`src/rtl/alu_issue_ctrl_pkg.sv`:
```
`default_nettype none
// ============================================================================
// Module      : alu_issue_ctrl_pkg
// Description : Shared types and constants for the ALU issue controller:
//               FSM state encoding, key length and the CLR opcode that is
//               driven to the ALU whenever no operation is executing.
// Revision    : 1.0 - initial release
// ============================================================================
package alu_issue_ctrl_pkg;

    // FSM state encoding; explicit width keeps the state register at 2 bits.
    typedef enum logic [1:0] {
        ST_IDLE = 2'd0,
        ST_EXEC = 2'd1,
        ST_RESP = 2'd2
    } state_t;

    // Number of serial bits that make up the ALU locking key.
    localparam int KEY_BITS = 8;

    // Opcode presented to the ALU outside EXEC.
    localparam logic [3:0] OP_CLR = 4'b0000;

endpackage : alu_issue_ctrl_pkg
`default_nettype wire

```
`src/rtl/lock_key_loader.sv`:
```
`default_nettype none
// ============================================================================
// Module      : lock_key_loader
// Description : Serial MSB-first loader for the ALU locking key. A 4-bit bit
//               counter saturates at KEY_BITS; key_loaded is high once a full
//               key has been shifted in. Shifting continues after that point.
// Ports       : clk, rst_n      - clock, async active-low reset
//               key_sin        - serial key bit
//               key_shift_en   - shift enable (already gated by the caller)
//               locking_key    - key register
//               key_loaded     - full key has been received
// Revision    : 1.0 - initial release
// ============================================================================
module lock_key_loader
    import alu_issue_ctrl_pkg::*;
(
    input  logic                clk,
    input  logic                rst_n,
    input  logic                key_sin,
    input  logic                key_shift_en,
    output logic [KEY_BITS-1:0] locking_key,
    output logic                key_loaded
);

    localparam logic [3:0] C_CNT_FULL = 4'(KEY_BITS);

    logic [KEY_BITS-1:0] key_q, key_d;
    logic [3:0]          bit_cnt_q, bit_cnt_d;

    always_comb begin
        key_d     = key_q;
        bit_cnt_d = bit_cnt_q;
        if (key_shift_en) begin
            key_d = {key_q[KEY_BITS-2:0], key_sin};
            // Counter stops at KEY_BITS so key_loaded stays high on extra shifts.
            if (bit_cnt_q != C_CNT_FULL) begin
                bit_cnt_d = bit_cnt_q + 4'd1;
            end
        end
    end

    always_ff @(posedge clk or negedge rst_n) begin
        if (!rst_n) begin
            key_q     <= '0;
            bit_cnt_q <= '0;
        end else begin
            key_q     <= key_d;
            bit_cnt_q <= bit_cnt_d;
        end
    end

    assign locking_key = key_q;
    assign key_loaded  = (bit_cnt_q == C_CNT_FULL);

endmodule : lock_key_loader
`default_nettype wire

```
`src/rtl/alu_issue_ctrl.sv`:
```
`default_nettype none
// ============================================================================
// Module      : alu_issue_ctrl
// Description : Sequential command front-end for the 8-bit ALU. Accepts
//               load/execute commands, drives the ALU from an accumulator
//               (ACC) and operand register (BR), writes Y back into ACC for
//               cmd_rep+1 cycles and returns ACC over a result handshake.
//               Also hosts the serial locking-key loader.
// Ports       : clk, rst_n                 - clock, async active-low reset
//               key_sin, key_shift         - serial key input
//               locking_key, key_loaded    - key register and status
//               cmd_*                      - command handshake and fields
//               alu_a, alu_b, alu_opcode   - ALU operand/opcode drive
//               alu_y                      - ALU result
//               res_valid, res_ready       - result handshake
//               res_data, res_zero         - ACC and ACC==0 flag
// Revision    : 1.0 - initial release
// ============================================================================
module alu_issue_ctrl
    import alu_issue_ctrl_pkg::*;
#(
    parameter int DW = 8,
    parameter int RW = 3
) (
    input  logic                clk,
    input  logic                rst_n,
    // key loader
    input  logic                key_sin,
    input  logic                key_shift,
    output logic [KEY_BITS-1:0] locking_key,
    output logic                key_loaded,
    // command channel
    input  logic                cmd_valid,
    output logic                cmd_ready,
    input  logic                cmd_load,
    input  logic [3:0]          cmd_op,
    input  logic [DW-1:0]       cmd_data,
    input  logic [RW-1:0]       cmd_rep,
    // ALU drive
    output logic [DW-1:0]       alu_a,
    output logic [DW-1:0]       alu_b,
    output logic [3:0]          alu_opcode,
    input  logic [DW-1:0]       alu_y,
    // result channel
    output logic                res_valid,
    input  logic                res_ready,
    output logic [DW-1:0]       res_data,
    output logic                res_zero
);

    state_t         state_q, state_d;
    logic [DW-1:0]  acc_q, acc_d;
    logic [DW-1:0]  br_q,  br_d;
    logic [3:0]     opr_q, opr_d;
    logic [RW-1:0]  cnt_q, cnt_d;

    logic           w_cmd_fire;
    logic           w_key_shift_en;

    // Key may only change while idle so an executing op never sees a new key.
    assign w_key_shift_en = key_shift & (state_q == ST_IDLE);

    lock_key_loader u_key_loader (
        .clk          (clk),
        .rst_n        (rst_n),
        .key_sin      (key_sin),
        .key_shift_en (w_key_shift_en),
        .locking_key  (locking_key),
        .key_loaded   (key_loaded)
    );

    assign w_cmd_fire = cmd_valid & cmd_ready;

    // ------------------------------------------------------------------
    // FSM: state register
    // ------------------------------------------------------------------
    always_ff @(posedge clk or negedge rst_n) begin
        if (!rst_n) begin
            state_q <= ST_IDLE;
        end else begin
            state_q <= state_d;
        end
    end

    // ------------------------------------------------------------------
    // FSM: next state
    // ------------------------------------------------------------------
    always_comb begin
        state_d = state_q;
        unique case (state_q)
            ST_IDLE: begin
                if (w_cmd_fire) begin
                    state_d = cmd_load ? ST_RESP : ST_EXEC;
                end
            end
            ST_EXEC: begin
                if (cnt_q == '0) begin
                    state_d = ST_RESP;
                end
            end
            ST_RESP: begin
                if (res_ready) begin
                    state_d = ST_IDLE;
                end
            end
            default: state_d = ST_IDLE;
        endcase
    end

    // ------------------------------------------------------------------
    // FSM: outputs
    // ------------------------------------------------------------------
    always_comb begin
        cmd_ready  = 1'b0;
        res_valid  = 1'b0;
        alu_opcode = OP_CLR;
        unique case (state_q)
            ST_IDLE: cmd_ready  = key_loaded;
            ST_EXEC: alu_opcode = opr_q;
            ST_RESP: res_valid  = 1'b1;
            default: ;
        endcase
    end

    // ------------------------------------------------------------------
    // Datapath registers
    // ------------------------------------------------------------------
    always_comb begin
        acc_d = acc_q;
        br_d  = br_q;
        opr_d = opr_q;
        cnt_d = cnt_q;
        unique case (state_q)
            ST_IDLE: begin
                if (w_cmd_fire) begin
                    opr_d = cmd_op;
                    br_d  = cmd_data;
                    cnt_d = cmd_rep;
                    if (cmd_load) begin
                        acc_d = cmd_data;
                    end
                end
            end
            ST_EXEC: begin
                // ALU wrap-around is taken as-is; no carry is retained.
                acc_d = alu_y;
                if (cnt_q != '0) begin
                    cnt_d = cnt_q - RW'(1);
                end
            end
            default: ;
        endcase
    end

    always_ff @(posedge clk or negedge rst_n) begin
        if (!rst_n) begin
            acc_q <= '0;
            br_q  <= '0;
            opr_q <= '0;
            cnt_q <= '0;
        end else begin
            acc_q <= acc_d;
            br_q  <= br_d;
            opr_q <= opr_d;
            cnt_q <= cnt_d;
        end
    end

    assign alu_a    = acc_q;
    assign alu_b    = br_q;
    assign res_data = acc_q;
    assign res_zero = (acc_q == '0);

endmodule : alu_issue_ctrl
`default_nettype wire

```
`config.mk`:
```
export PLATFORM = sky130hd
export DESIGN_NAME = alu_issue_ctrl
export DESIGN_NICKNAME = d
export VERILOG_FILES = /design/src/rtl/alu_issue_ctrl_pkg.sv /design/src/rtl/lock_key_loader.sv /design/src/rtl/alu_issue_ctrl.sv
export SDC_FILE = /design/constraint.sdc
export NUM_CORES = 1
export LEC_CHECK = 0
export ABC_CLOCK_PERIOD_IN_PS = 1900
export CORE_MARGIN = 5
export CORE_UTILIZATION = 46
export CTS_BUF_LIST = sky130_fd_sc_hd__clkbuf_8
export DETAILED_ROUTE_END_ITERATION = 10
export GPL_TIMING_DRIVEN = 0
export PLACE_DENSITY_LB_ADDON = 0.15
export REMOVE_ABC_BUFFERS = 1
export SYNTH_ARGS = -nofsm -noshare
export SYNTH_HDL_FRONTEND = slang
export SYNTH_SLANG_ARGS = --single-unit
```
`constraint.sdc`:
```
create_clock -name clk -period 1.9 [get_ports clk]
set_input_delay 0.285 -clock clk [delete_from_list [all_inputs] [get_ports clk]]
set_output_delay 0.285 -clock clk [all_outputs]
set_load 0.02 [all_outputs]
```
== After elaboration in Yosys (flattened, before gate mapping) ==
Cells that the tools add are included.

* Eq/ne operators: 9
* Muxes and demuxes: 14
* Bitwise gates (word level): 2
* $add $sub $neg: 2
* Reduce and logical (&&, ||, !) cells: 10

{| class="wikitable"
|+ Operator list
! kind !! count
|-
| 8-bit two-way mux || 2
|-
| 8-bit one-hot mux with 2 select lines || 1
|-
| 2-bit != test (second input constant) || 5
|-
| 3-bit AND reduction || 3
|-
| 8-bit logical NOT || 1
|-
| 2-bit two-way mux || 4
|-
| 3-bit two-way mux || 2
|-
| 2-bit one-hot mux with 3 select lines || 1
|-
| 3-bit one-hot mux with 2 select lines || 1
|-
| 4-bit by 1-bit adder with 4-bit output (second input constant) || 1
|-
| 4-bit == test (second input constant) || 1
|-
| 4-bit two-way mux || 1
|-
| 4-bit != test (second input constant) || 1
|-
| 2-bit AND reduction || 2
|-
| 3-bit logical NOT || 1
|-
| 3-bit nonzero test || 1
|-
| 3-bit by 1-bit subtractor with 3-bit output (second input constant) || 1
|-
| 1-bit AND || 2
|-
| 2-bit by 1-bit == test with 1-bit output (second input constant) || 1
|-
| 2-bit == test (second input constant) || 1
|-
| 2-bit logical NOT || 1
|-
| 1-bit two-way mux || 2
|-
| 2-bit nonzero test || 1
|}

* Flip-flop bits (word level): 37
* Word-level logic and storage cells: 44
* Output and inout bits: 40
* Input bits: 30

== Logic depth before layout (Yosys ltp) ==
Gate-level depths: netlist of the first run.

* Word-level depth: 5
* Gate-level depth with buffers: 6
* Mapped depth without buffers: 6

== Cells and area by module ==
From an unflattened synthesis of the first run, not the netlist that was laid out.

* Cell total of the unflattened synthesis: 137
* Area total of the unflattened synthesis: 1830.5 µm²

{| class="wikitable"
|+ By module, submodules not included
! module !! area an instance (µm²) !! times used !! cells an instance !! seq. area each (µm²)
|-
| alu_issue_ctrl || 1323.8 || 1 || 101 || 625.6
|-
| lock_key_loader || 506.7 || 1 || 36 || 300.3
|}

== Least setup slack after synthesis of the first run ==
OpenSTA, ideal clock, no wires.

* Kind: flip-flop to flip-flop
* From: reg u_key_loader.bit_cnt_q[0]
* To: reg opr_q[0]
* Arrival time: 1.476 ns
* Data required time: 1.775 ns
* Setup time: 0.125 ns
* Path buffers: 0
* Setup slack: 0.299 ns
* Stages on the path, launching flop included: 6
* Cell sequence: dfrtp_1 > inv_1 > ha_1 > nand4b_4 > nor3_4 > mux2_4

* Word-level cells in the longest chain between the ends: 4

{| class="wikitable"
|+ Ends and longest elaborated chain
! element !! RTL line !! text
|-
| from (decl) || lock_key_loader.sv:28 || <nowiki>logic [3:0] bit_cnt_q, bit_cnt_d;</nowiki>
|-
| from (signal assigned) || lock_key_loader.sv:48 || <nowiki>bit_cnt_q <= bit_cnt_d;</nowiki>
|-
| 4-bit == test || lock_key_loader.sv:53 || <nowiki>assign key_loaded = (bit_cnt_q == C_CNT_FULL);</nowiki>
|-
| 1-bit two-way mux || alu_issue_ctrl.sv:117 || <nowiki>unique case (state_q)</nowiki>
|-
| 1-bit AND || alu_issue_ctrl.sv:72 || <nowiki>assign w_cmd_fire = cmd_valid & cmd_ready;</nowiki>
|-
| 2-bit AND reduction (no source line) || - ||
|-
| to (signal assigned) || alu_issue_ctrl.sv:164 || <nowiki>opr_q <= opr_d;</nowiki>
|-
| to (decl) || alu_issue_ctrl.sv:54 || <nowiki>logic [3:0] opr_q, opr_d;</nowiki>
|}

No other way between the ends.
A chain may end at the register's enable or synchronous reset.

== Worst setup path in the final report of the first run ==
* From: reg acc_q[1] (netlist: alu_a[1])
* To: out res_zero

* Word-level cells in the longest chain between the ends: 1

{| class="wikitable"
|+ Ends and longest elaborated chain
! element !! RTL line !! text
|-
| from (decl) || alu_issue_ctrl.sv:52 || <nowiki>logic [DW-1:0] acc_q, acc_d;</nowiki>
|-
| from (signal assigned) || alu_issue_ctrl.sv:157 || <nowiki>acc_q <= '0;</nowiki>
|-
| from (signal assigned) || alu_issue_ctrl.sv:162 || <nowiki>acc_q <= acc_d;</nowiki>
|-
| 8-bit logical NOT || alu_issue_ctrl.sv:172 || <nowiki>assign res_zero = (acc_q == '0);</nowiki>
|-
| to (decl) || alu_issue_ctrl.sv:48 || <nowiki>output logic res_zero</nowiki>
|}

No other way between the ends.

==> results of run 1 <==
-- power breakdown --
part / total (W) / switching, W / leakage (nW) / internal [W]
registers: 0.00153 / 0.000328 / 0.439 / 0.00120
clock network: 0.000723 / 0.000296 / 0.0574 / 0.000427
logic: 0.00265 / 0.00129 / 0.733 / 0.00136
-- worst reg2reg max path, stage by stage (launching register included) --
cell,delay [ns]
dfrtp_1,0.42
inv_1,0.07
ha_2,0.22
nand4b_4,0.20
nor3_4,0.40
mux2_4,0.35
-- layer usage --
layer,GRT usage,share of wire,vias up
li1,-,-,713
met1,0.232,0.40,743
met2,0.324,0.50,62
met3,0.0401,0.081,9
met4,0.0613,0.017,0
met5,0,0,-
-- registers in the layout (all words and copies together), names as in the netlist --
register	flops
alu_a	8
alu_b	8
u_key_loader.locking_key	8
opr_q	4
u_key_loader.bit_cnt_q	4
cnt_q	3
state_q	2
-- what timing repair did --
| action | 4_1_cts | 5_1_grt |
|---|---|---|
| buffers inserted | 7 | 2 |
| pin swaps | 0 | 1 |
| setup endpoints to repair | 24 | 21 |
| gates resized for setup | 22 | 4 |
-- cell usage in the layout, fill, tap and decap left out, types with 2 or more instances in the layout --
cell,count
clkdlybuf4s50_1,60
dfrtp_1,35
mux2_4,12
nor2_1,10
mux2_1,10
a211oi_1,10
inv_1,9
buf_4,9
o22ai_1,8
nor4_1,7
clkbuf_8,6
and2_1,5
dlygate4sd2_1,5
nand2_1,3
ha_1,3
buf_2,3
or4_1,2
nor2b_1,2
nand2b_1,2
a221oi_1,2
xnor2_1,2
-- worst max-delay path by stage --
stage                                            to  slack (ns)
after floorplan           u_key_loader.bit_cnt_q[1]        0.08
after global placement                alu_opcode[3]       -0.44
after detailed placement              alu_opcode[1]       -0.50
after CTS                                key_loaded        0.02
after global routing      u_key_loader.bit_cnt_q[1]        0.02
final                                      res_zero        0.08
-- logic make-up after synthesis --
family	Yosys count	share of synthesized area
AO/OA/AOI/OAI	26	0.0955
XOR/XNOR	2	0.00910
adder cells (fa/ha/maj)	4	0.0260
buffers and inverters	24	0.0747
flip-flops	37	0.481
multiplexers	23	0.157
AND/OR/NAND/NOR	44	0.157
-- layout make-up --
cell class / instances / area share
Sequential cell: 37 / 0.337
Multi-Input combinational cell: 99 / 0.318
Timing Repair Buffer: 78 / 0.265
Clock buffer: 6 / 0.0299
Tap cell: 50 / 0.0227
Clock inverter: 2 / 0.0136
Inverter: 10 / 0.0136
-- metrics by stage --
step / util / hold WS (ns)
after floorplan: - / -0.0106
after global placement: 0.639 / 0.471
after detailed placement: 0.637 / 0.432
after CTS: 0.681 / 0.126
after global routing: 0.685 / 0.169
final: 0.685 / 0.102
==> metrics.txt, run 1 <==
# TYPE chip_impl_metric gauge
chip_impl_metric{name="period_needed",unit="ns"} 1.82
chip_impl_metric{name="globalRouteTotalUtil",unit=""} 0.187
chip_impl_metric{name="worst_setup_hold_path_clk_slew",unit="ns"} 0.08
chip_impl_metric{name="asyncSetResetFlopFracSynth",unit=""} 1.00
chip_impl_metric{name="layout_nets",unit=""} 265
chip_impl_metric{name="floorplan.die.width",unit="um"} 74.7
chip_impl_info{name="worst_setup_path_start_kind",value="register"} 1
chip_impl_info{name="synth.top_cells.by_count",value="dfrtp_1, buf_4, mux2_4"} 1
chip_impl_metric{name="tightestPinTransition",unit="ns"} 0.853
chip_impl_metric{name="power.static_leakage",unit="nW"} 1.23
chip_impl_metric{name="final.setup_skew",unit="ns"} 0.00665
chip_impl_metric{name="placement.setup.worst_slack",unit="ns"} -0.503
chip_impl_metric{name="synth_top_area_frac",unit=""} 0.481
chip_impl_metric{name="finalPower",unit="W"} 0.00489
chip_impl_info{name="grt_setup_unrepaired",value="no"} 1
chip_impl_info{name="crit_path_top_delay_cell",value="or4_1"} 1
chip_impl_metric{name="finalSetupTns",unit="ns"} 0
chip_impl_metric{name="wire_per_inst",unit="um"} 17.4
chip_impl_metric{name="grt_first_pass_wirelength",unit="um"} 7860
chip_impl_metric{name="grt_start_max_net_pins",unit=""} 38
chip_impl_metric{name="ant_nets",unit=""} 0
chip_impl_metric{name="final_cell_area",unit="mm^2"} 0.00276
chip_impl_info{name="path_cells",value="or4_1 -> nor2_1 -> buf_2"} 1
chip_impl_metric{name="path_depth",unit=""} 3
chip_impl_metric{name="number_of_global_route_vias_before_repair",unit=""} 1596
chip_impl_metric{name="core-area",unit="mm^2"} 0.00403
chip_impl_metric{name="detailedRoute.firstPassIterationCount",unit=""} 4
chip_impl_metric{name="cts.sinks",unit=""} 37
chip_impl_metric{name="ys_ff_latch",unit=""} 37
chip_impl_metric{name="report.final.slew_viol_count",unit=""} 0
chip_impl_info{name="worstSetupStartpoint",value="alu_a[1]"} 1
chip_impl_metric{name="antenna_found_initial",unit=""} 0
chip_impl_metric{name="clock.fmax",unit="MHz"} 550
chip_impl_metric{name="io_buffers",unit=""} 69
chip_impl_metric{name="setup-violations-final",unit=""} 0
chip_impl_metric{name="synth_area",unit="mm^2"} 0.00193
chip_impl_metric{name="critPathBufInv",unit=""} 1
chip_impl_metric{name="maxSlewHeadroom",unit=""} 0.431
chip_impl_info{name="setup.worst_path.class",value="register to primary output"} 1
chip_impl_metric{name="report.final.hold_viol_count",unit=""} 0
chip_impl_metric{name="gp_congestion",unit=""} 0.796
chip_impl_metric{name="stdcell_count",unit=""} 282
chip_impl_metric{name="dpl-instance-area",unit="mm^2"} 0.00257
chip_impl_info{name="synth_area_leader_cell",value="dfrtp_1"} 1
chip_impl_metric{name="core.rowCount",unit=""} 23
chip_impl_metric{name="die_height",unit="um"} 74.7
chip_impl_info{name="yosysMostFrequentCell",value="dfrtp_1"} 1
chip_impl_metric{name="drc_errors",unit=""} 0
chip_impl_metric{name="dpl.hpwl",unit="um"} 3350
chip_impl_metric{name="worst_slack",unit="ns"} 0.0827
chip_impl_metric{name="globalRouteOverflowTotal",unit=""} 0
chip_impl_metric{name="initial_core_util",unit=""} 0.478
chip_impl_metric{name="drt-total-wl",unit="um"} 4910
chip_impl_info{name="worst_r2r_start",value="u_key_loader.bit_cnt_q[1]"} 1
chip_impl_metric{name="rr_worst_depth",unit=""} 5
chip_impl_metric{name="synth.yosys.warnings",unit=""} 0
chip_impl_metric{name="seqCellArea",unit="um^2"} 931
chip_impl_info{name="clock_tree.root_cell",value="clkbuf_8"} 1
chip_impl_metric{name="critical_path_required",unit="ns"} 1.62
chip_impl_metric{name="multiInputGateArea",unit="um^2"} 878
chip_impl_metric{name="cts_inserted_buffers",unit=""} 5
chip_impl_metric{name="yosysUniqueCellTypes",unit=""} 37
chip_impl_metric{name="synth_enable_flop_cells",unit=""} 0
chip_impl_metric{name="cts_buffer_depth",unit=""} 2
chip_impl_metric{name="floorplan.io_pins",unit=""} 70
chip_impl_metric{name="drive_gt1_frac",unit=""} 0.203
chip_impl_metric{name="die-area",unit="mm^2"} 0.00558
chip_impl_metric{name="critical_path_arrival",unit="ns"} 1.53
chip_impl_info{name="r2r-end",value="opr_q[2]"} 1
chip_impl_metric{name="setup.reg_to_reg.worst_slack",unit="ns"} 0.13
chip_impl_metric{name="drtIter0Drc",unit=""} 64
chip_impl_metric{name="syn_to_final_growth",unit="%"} 43.4
chip_impl_metric{name="cts-htree-levels",unit=""} 2
chip_impl_info{name="cp_top_family",value="simple AND/OR/NAND/NOR gates"} 1
chip_impl_metric{name="pd_cells",unit="mW/mm^2"} 1770
chip_impl_metric{name="max-cap-violations",unit=""} 0
chip_impl_metric{name="post_route_fraction_of_the_period_consumed_by_the_critical_path",unit=""} 0.956
chip_impl_metric{name="detailroute.via_count",unit=""} 1527
chip_impl_metric{name="cts_hold_buf",unit=""} 0
chip_impl_info{name="cts_tree",value="yes"} 1
chip_impl_metric{name="worst-path-max-fanout",unit=""} 5
chip_impl_info{name="worst_hold_path_type",value="input pin to asynchronous set/reset pin"} 1
chip_impl_info{name="synth-main-ff-cell",value="dfrtp_1"} 1
chip_impl_metric{name="clock_insertion_delay_worst_skew",unit="ns"} 0.29
chip_impl_metric{name="synth_seq_area_share",unit=""} 0.481
chip_impl_metric{name="cp_slowest_stage_delay",unit="ns"} 0.56
chip_impl_info{name="outcome",value="complete, no violations"} 1
chip_impl_metric{name="ir_drop",unit="uV"} 827
chip_impl_metric{name="syn_area_per_cell",unit="um^2"} 12.0
chip_impl_info{name="post_synth_main_area_contributors",value="dfrtp_1, mux2_4, mux2_1, buf_4, a211oi_1"} 1
chip_impl_metric{name="vias_per_cell",unit=""} 5.41
chip_impl_metric{name="fillerInstances",unit=""} 297
chip_impl_metric{name="post_synth_inst_count",unit=""} 160
chip_impl_info{name="critPathCaptureType",value="primary output"} 1
chip_impl_metric{name="antenna-diode-count",unit=""} 0
chip_impl_metric{name="dp_cells",unit=""} 265
(Power assumes the default switching activity.)
==> run 2: changes to the inputs <==
- CORE_MARGIN: 5 -> 2
- SKIP_LAST_GASP: not set -> 1
==> run 2 against run 1 <==
Final cell count shrank 1.4%. Clock skew fell by 0.0029 ns. Via count increased by 1.5%. Clock-buffer cell count unchanged. Power shrank 4.8%. Combinational power fell by 3%. Sequential share of layout area rose by 0.59 points. Register-to-register slack worse by 0.03 ns. Routed wire length shrank 7.7%. Setup slack worse by 0.021 ns. Critical path type unchanged. Largest cell class unchanged. Largest power group unchanged.
==> metrics.txt, run 2 (synthesis gave the netlist of run 1 again) <==
# TYPE chip_impl_metric gauge
chip_impl_info{name="worst_hold_path_type",value="input pin to asynchronous set/reset pin"} 1
chip_impl_metric{name="io_buffers",unit=""} 69
chip_impl_metric{name="final.setup_skew",unit="ns"} 0.00378
chip_impl_metric{name="core.rowCount",unit=""} 23
chip_impl_metric{name="antenna_found_initial",unit=""} 0
chip_impl_metric{name="critical_path_arrival",unit="ns"} 1.55
chip_impl_metric{name="share_seq_of_total_power",unit=""} 0.330
chip_impl_metric{name="drc_errors",unit=""} 0
chip_impl_metric{name="drt-total-wl",unit="um"} 4530
chip_impl_metric{name="placement.setup.worst_slack",unit="ns"} -0.513
chip_impl_metric{name="gp_congestion",unit=""} 0.754
chip_impl_metric{name="wire_per_inst",unit="um"} 16.3
chip_impl_metric{name="critical_path_required",unit="ns"} 1.62
chip_impl_metric{name="pwr-share-clk",unit=""} 0.116
chip_impl_info{name="worst_setup_path_start_kind",value="register"} 1
chip_impl_metric{name="floorplan.io_pins",unit=""} 70
chip_impl_metric{name="die_height",unit="um"} 68.7
chip_impl_metric{name="cts.sinks",unit=""} 37
chip_impl_metric{name="ir_drop",unit="uV"} 884
chip_impl_metric{name="vias_per_cell",unit=""} 5.58
chip_impl_info{name="grt_setup_unrepaired",value="yes"} 1
chip_impl_metric{name="report.final.slew_viol_count",unit=""} 0
chip_impl_info{name="setup.worst_path.class",value="register to primary output"} 1
chip_impl_metric{name="cts_hold_buf",unit=""} 0
chip_impl_info{name="layout_commonest_cell",value="clkdlybuf4s50_1"} 1
chip_impl_metric{name="cellInternalPower",unit="W"} 0.00281
chip_impl_metric{name="cts_buffer_depth",unit=""} 2
chip_impl_info{name="outcome",value="complete, no violations"} 1
chip_impl_metric{name="floorplan.die.width",unit="um"} 68.7
chip_impl_metric{name="detailedRoute.firstPassIterationCount",unit=""} 4
chip_impl_info{name="cts_tree",value="yes"} 1
chip_impl_metric{name="worst-path-max-fanout",unit=""} 4
chip_impl_metric{name="cts_inserted_buffers",unit=""} 5
chip_impl_metric{name="cts-htree-levels",unit=""} 2
chip_impl_metric{name="detailroute.via_count",unit=""} 1550
chip_impl_metric{name="setup-violations-final",unit=""} 0
chip_impl_metric{name="maxSlewHeadroom",unit=""} 0.448
chip_impl_metric{name="power.static_leakage",unit="nW"} 1.22
chip_impl_metric{name="antenna-diode-count",unit=""} 0
chip_impl_metric{name="switching_fraction",unit=""} 0.397
chip_impl_metric{name="globalRouteOverflowTotal",unit=""} 0
chip_impl_metric{name="drtIter0Drc",unit=""} 155
chip_impl_metric{name="tightestPinTransition",unit="ns"} 0.828
chip_impl_metric{name="pd_cells",unit="mW/mm^2"} 1720
chip_impl_metric{name="core-area",unit="mm^2"} 0.00403
chip_impl_info{name="layout_common_cells",value="clkdlybuf4s50_1, dfrtp_1, mux2_4"} 1
chip_impl_metric{name="clock_insertion_delay_worst_skew",unit="ns"} 0.28
chip_impl_metric{name="drive_gt1_frac",unit=""} 0.180
chip_impl_metric{name="die-area",unit="mm^2"} 0.00472
chip_impl_metric{name="number_of_global_route_vias_before_repair",unit=""} 1490
chip_impl_metric{name="power_frac_comb",unit=""} 0.554
chip_impl_metric{name="grt_first_pass_wirelength",unit="um"} 7190
chip_impl_metric{name="fin_worst_hold_slack",unit="ns"} 0.0991
chip_impl_metric{name="grt_start_max_net_pins",unit=""} 38
chip_impl_metric{name="max-cap-violations",unit=""} 0
chip_impl_metric{name="p_switching",unit="W"} 0.00185
chip_impl_info{name="critPathCaptureType",value="primary output"} 1
chip_impl_metric{name="syn_to_final_growth",unit="%"} 40.9
chip_impl_metric{name="report.final.hold_viol_count",unit=""} 0
chip_impl_metric{name="worst_slack",unit="ns"} 0.0621
chip_impl_metric{name="initial_core_util",unit=""} 0.478
chip_impl_metric{name="dpl.hpwl",unit="um"} 3100
chip_impl_metric{name="ant_nets",unit=""} 0
chip_impl_metric{name="post_route_fraction_of_the_period_consumed_by_the_critical_path",unit=""} 0.967
chip_impl_metric{name="period_needed",unit="ns"} 1.84
chip_impl_metric{name="layout_nets",unit=""} 262
chip_impl_metric{name="worst_setup_hold_path_clk_slew",unit="ns"} 0.07
chip_impl_metric{name="globalRouteTotalUtil",unit=""} 0.213
chip_impl_metric{name="clock.fmax",unit="MHz"} 544
chip_impl_info{name="clock_tree.root_cell",value="clkbuf_8"} 1
==> run 2: cell count changes in the layout (fill, tap and decap cells not counted), sizes merged <==
| cell | delta |
|---|---|
| buf | -3 |
| bufinv | -1 |
| clkbuf | -1 |
| clkdlybuf4s15 | +1 |
| clkinvlp | -1 |
| dlygate4sd2 | -1 |
| dlymetal6s2s | +1 |
| inv | +1 |
==> run 2: worst paths after layout <==
kind                                        startpoint                          end  slack (ns)  cells after the start
setup / recovery             u_key_loader.bit_cnt_q[0]                   key_loaded        0.06                      5
hold / removal                                   rst_n                     alu_b[0]         0.1                      1
setup reg to reg                            state_q[0]    u_key_loader.bit_cnt_q[1]        0.10                      4
hold reg to reg            u_key_loader.locking_key[7]  u_key_loader.locking_key[7]        0.50                      1
max in group asynchronous                        rst_n                   state_q[0]        1.20                      1
min in group clk           u_key_loader.locking_key[7]  u_key_loader.locking_key[7]        0.50                      1
==> run 2: power by group through the flow <==
stage,combinational [W],clock [W],sequential (W)
finish,0.00258,0.000541,0.00154
global route,0.00278,0.000597,0.00160
CTS,0.00259,0.000551,0.00153
detailed placement,0.00240,0,0.00162
global placement,0.00233,0,0.00157
floorplan,0.000968,0,0.00196
==> run 2: layout make-up <==
class / count / area (um^2)
clock buffers: 6 / 82.6
clock inverters: 1 / 3.75
fillers: 309 / 1320
inverters: 10 / 37.5
multi-input cells: 99 / 878
flip-flops and latches: 37 / 931
well taps: 50 / 62.6
repair buffers: 75 / 718
==> run 2: worst max-delay path: stages (launching register included) <==
cell and delay [ns]:
dfrtp_1 0.42, inv_1 0.08, ha_2 0.23, nand3b_1 0.16, inv_1 0.09, clkdlybuf4s15_1 0.29
==> run 2: layer usage <==
metal	vias up	GRT usage	part of all wire
met2	75	0.340	0.49
met3	4	0.0682	0.079
met4	0	0.0637	0.010
met1	762	0.277	0.42
met5	-	0	0
li1	709	-	-
==> run 2: metrics by stage <==
| step | area (um^2) | util | setup TNS (ns) | std cells | power [W] |
|---|---|---|---|---|---|
| 2_1_floorplan | 1820 | - | 0 | 146 | 0.00292 |
| 3_3_place_gp | 2570 | 0.639 | -12.18 | 265 | 0.00390 |
| 3_5_place_dp | 2570 | 0.637 | -3.74 | 265 | 0.00402 |
| 4_1_cts | 2700 | 0.671 | -0.0725 | 278 | 0.00468 |
| 5_1_grt | 2710 | 0.674 | -0.0198 | 278 | 0.00498 |
| 6_report | 2710 | 0.674 | 0 | 278 | 0.00466 |
==> run 2: what timing repair did <==
action	CTS	global route
endpoints found under the setup margin	20	4
setup buffers	6	0
resized for setup	21	4
==> run 3: changes to the inputs <==
- CORE_ASPECT_RATIO: not set -> 0.75
- CTS_CLUSTER_SIZE: not set -> 12
- TNS_END_PERCENT: not set -> 1
==> run 3 against run 2 <==
The flow now finishes with violations (negative setup slack). Clock-buffer cell count increased by 1. Maximum frequency decreased by 6.1%. Final cell count increased by 2.5%. Critical endpoint is now alu_opcode[1].
==> metrics.txt, run 3 (synthesis gave the netlist of run 1 again) <==
# TYPE chip_impl_metric gauge
chip_impl_metric{name="worst-path-max-fanout",unit=""} 6
chip_impl_metric{name="period_needed",unit="ns"} 1.96
chip_impl_metric{name="floorplan.io_pins",unit=""} 70
chip_impl_metric{name="detailedRoute.firstPassIterationCount",unit=""} 4
chip_impl_info{name="crit_path_top_delay_cell",value="clkdlybuf4s50_1"} 1
chip_impl_metric{name="detailroute.via_count",unit=""} 1513
chip_impl_metric{name="antenna-diode-count",unit=""} 0
chip_impl_metric{name="syn_to_final_growth",unit="%"} 42.6
chip_impl_info{name="path_cells",value="nor2b_4 -> and2_1 -> clkdlybuf4s50_1"} 1
chip_impl_info{name="worst_hold_path_type",value="input pin to asynchronous set/reset pin"} 1
chip_impl_info{name="layout_commonest_cell",value="clkdlybuf4s50_1"} 1
chip_impl_metric{name="report.final.slew_viol_count",unit=""} 0
chip_impl_metric{name="ir_drop",unit="uV"} 811
chip_impl_metric{name="report.final.hold_viol_count",unit=""} 0
chip_impl_metric{name="cts.sinks",unit=""} 37
chip_impl_metric{name="ant_nets",unit=""} 0
chip_impl_metric{name="cp_slowest_stage_delay",unit="ns"} 0.59
chip_impl_metric{name="critical_path_arrival",unit="ns"} 1.67
chip_impl_metric{name="number_of_global_route_vias_before_repair",unit=""} 1551
chip_impl_metric{name="pd_cells",unit="mW/mm^2"} 1720
chip_impl_info{name="cp_top_family",value="buffers and inverters"} 1
chip_impl_metric{name="post_route_fraction_of_the_period_consumed_by_the_critical_path",unit=""} 1.03
chip_impl_metric{name="drive_gt1_frac",unit=""} 0.174
chip_impl_metric{name="tightestPinTransition",unit="ns"} 0.828
chip_impl_metric{name="drc_errors",unit=""} 0
chip_impl_metric{name="final.setup_skew",unit="ns"} 0.00774
chip_impl_info{name="cts_tree",value="yes"} 1
chip_impl_metric{name="floorplan.die.width",unit="um"} 78.7
chip_impl_metric{name="grt_start_max_net_pins",unit=""} 38
chip_impl_info{name="setup.worst_path.class",value="register to primary output"} 1
chip_impl_metric{name="critical_path_required",unit="ns"} 1.62
chip_impl_metric{name="drt-total-wl",unit="um"} 4590
chip_impl_metric{name="globalRouteTotalUtil",unit=""} 0.211
chip_impl_metric{name="core.rowCount",unit=""} 20
chip_impl_metric{name="vias_per_cell",unit=""} 5.31
chip_impl_metric{name="dp_cells",unit=""} 270
chip_impl_metric{name="globalRouteOverflowTotal",unit=""} 0
chip_impl_info{name="critPathCaptureType",value="primary output"} 1
chip_impl_info{name="worst_setup_path_start_kind",value="register"} 1
chip_impl_metric{name="core-area",unit="mm^2"} 0.00403
chip_impl_metric{name="die-area",unit="mm^2"} 0.00472
chip_impl_metric{name="worst_setup_hold_path_clk_slew",unit="ns"} 0.07
chip_impl_metric{name="cts_inserted_buffers",unit=""} 5
chip_impl_metric{name="critPathBufInv",unit=""} 1
chip_impl_metric{name="worst_slack",unit="ns"} -0.0581
chip_impl_metric{name="stdcell_count",unit=""} 285
chip_impl_info{name="layout_common_cells",value="clkdlybuf4s50_1, dfrtp_1, mux2_4"} 1
chip_impl_metric{name="cts_hold_buf",unit=""} 0
chip_impl_metric{name="max-cap-violations",unit=""} 0
chip_impl_metric{name="antenna_found_initial",unit=""} 0
chip_impl_metric{name="io_buffers",unit=""} 69
chip_impl_metric{name="clock.fmax",unit="MHz"} 511
chip_impl_info{name="outcome",value="finished with violations"} 1
chip_impl_metric{name="cts_buffer_depth",unit=""} 2
chip_impl_metric{name="die_height",unit="um"} 60.0
chip_impl_metric{name="setup-violations-final",unit=""} 15
chip_impl_metric{name="clock_insertion_delay_worst_skew",unit="ns"} 0.29
chip_impl_metric{name="power.static_leakage",unit="nW"} 1.20
chip_impl_metric{name="drtIter0Drc",unit=""} 83
chip_impl_info{name="grt_setup_unrepaired",value="yes"} 1
chip_impl_metric{name="wire_per_inst",unit="um"} 16.1
chip_impl_metric{name="cts-htree-levels",unit=""} 2
chip_impl_metric{name="layout_nets",unit=""} 263
chip_impl_info{name="clock_tree.root_cell",value="clkbuf_8"} 1
chip_impl_metric{name="grt_first_pass_wirelength",unit="um"} 7400
chip_impl_metric{name="finalPower",unit="W"} 0.00473
chip_impl_metric{name="initial_core_util",unit=""} 0.478
chip_impl_metric{name="maxSlewHeadroom",unit=""} 0.448
chip_impl_info{name="failed_checks",value="negative setup slack"} 1
chip_impl_metric{name="gp_congestion",unit=""} 0.812
chip_impl_metric{name="dpl.hpwl",unit="um"} 3080
==> run 3: per-layer routing <==
metal  vias up  routed length [um]  GRT usage
met1       734                2140      0.269
met5         -                   0          0
met2        55                2070      0.341
li1        717                   -          -
met4         0                  80      0.100
met3         7                 300     0.0544
==> run 3: final cells by class <==
cell class	instances	area, um^2
well taps	55	68.8
clock buffers	7	96.3
multi-input cells	99	870
flip-flops and latches	37	931
fillers	301	1280
clock inverters	1	5.00
repair buffers	76	737
inverters	10	37.5
==> run 3: stage by stage <==
step	worst slack (ns)	hold slack (ns)	util	setup TNS [ns]	cell area, um^2
after floorplan	0.0836	-0.0106	-	0	1820
after global placement	-0.383	0.468	0.640	-12.05	2580
after detailed placement	-0.466	0.426	0.639	-3.02	2570
after CTS	-0.0759	0.108	0.680	-0.497	2740
after global routing	-0.169	0.144	0.681	-2.47	2750
final	-0.0581	0.0895	0.681	-0.395	2750
==> run 3: worst paths after layout <==
path	start	end	slack [ns]	cells after the start
min in group clk	u_key_loader.locking_key[7]	u_key_loader.locking_key[7]	0.49	1
min reg2reg	u_key_loader.locking_key[7]	u_key_loader.locking_key[7]	0.49	1
min	rst_n	alu_b[4]	0.09	1
max reg2reg	u_key_loader.bit_cnt_q[0]	alu_b[6]	-0.01	5
max in group asynchronous	rst_n	state_q[0]	1.21	1
max	state_q[1]	alu_opcode[1]	-0.06	3
==> run 3: worst register-to-register path, stage by stage, from the launching register on <==
cell and delay [ns]:
dfrtp_1 0.43, inv_1 0.08, ha_1 0.25, and4b_1 0.54, nand2_8 0.16, mux2_4 0.33
==> run 3: what timing repair did <==
item | in CTS | in global routing
gates resized for setup | 13 | 1
setup buffers | 7 | 0
endpoints found under the setup margin | 24 | 35
==> run 3: power breakdown <==
part	leakage, nW	switching [W]	total, W	internal [W]
Combinational	0.705	0.00125	0.00259	0.00134
Clock	0.0542	0.000279	0.000607	0.000328
Sequential	0.439	0.000337	0.00153	0.00120
Total	1.20	0.00186	0.00473	0.00287
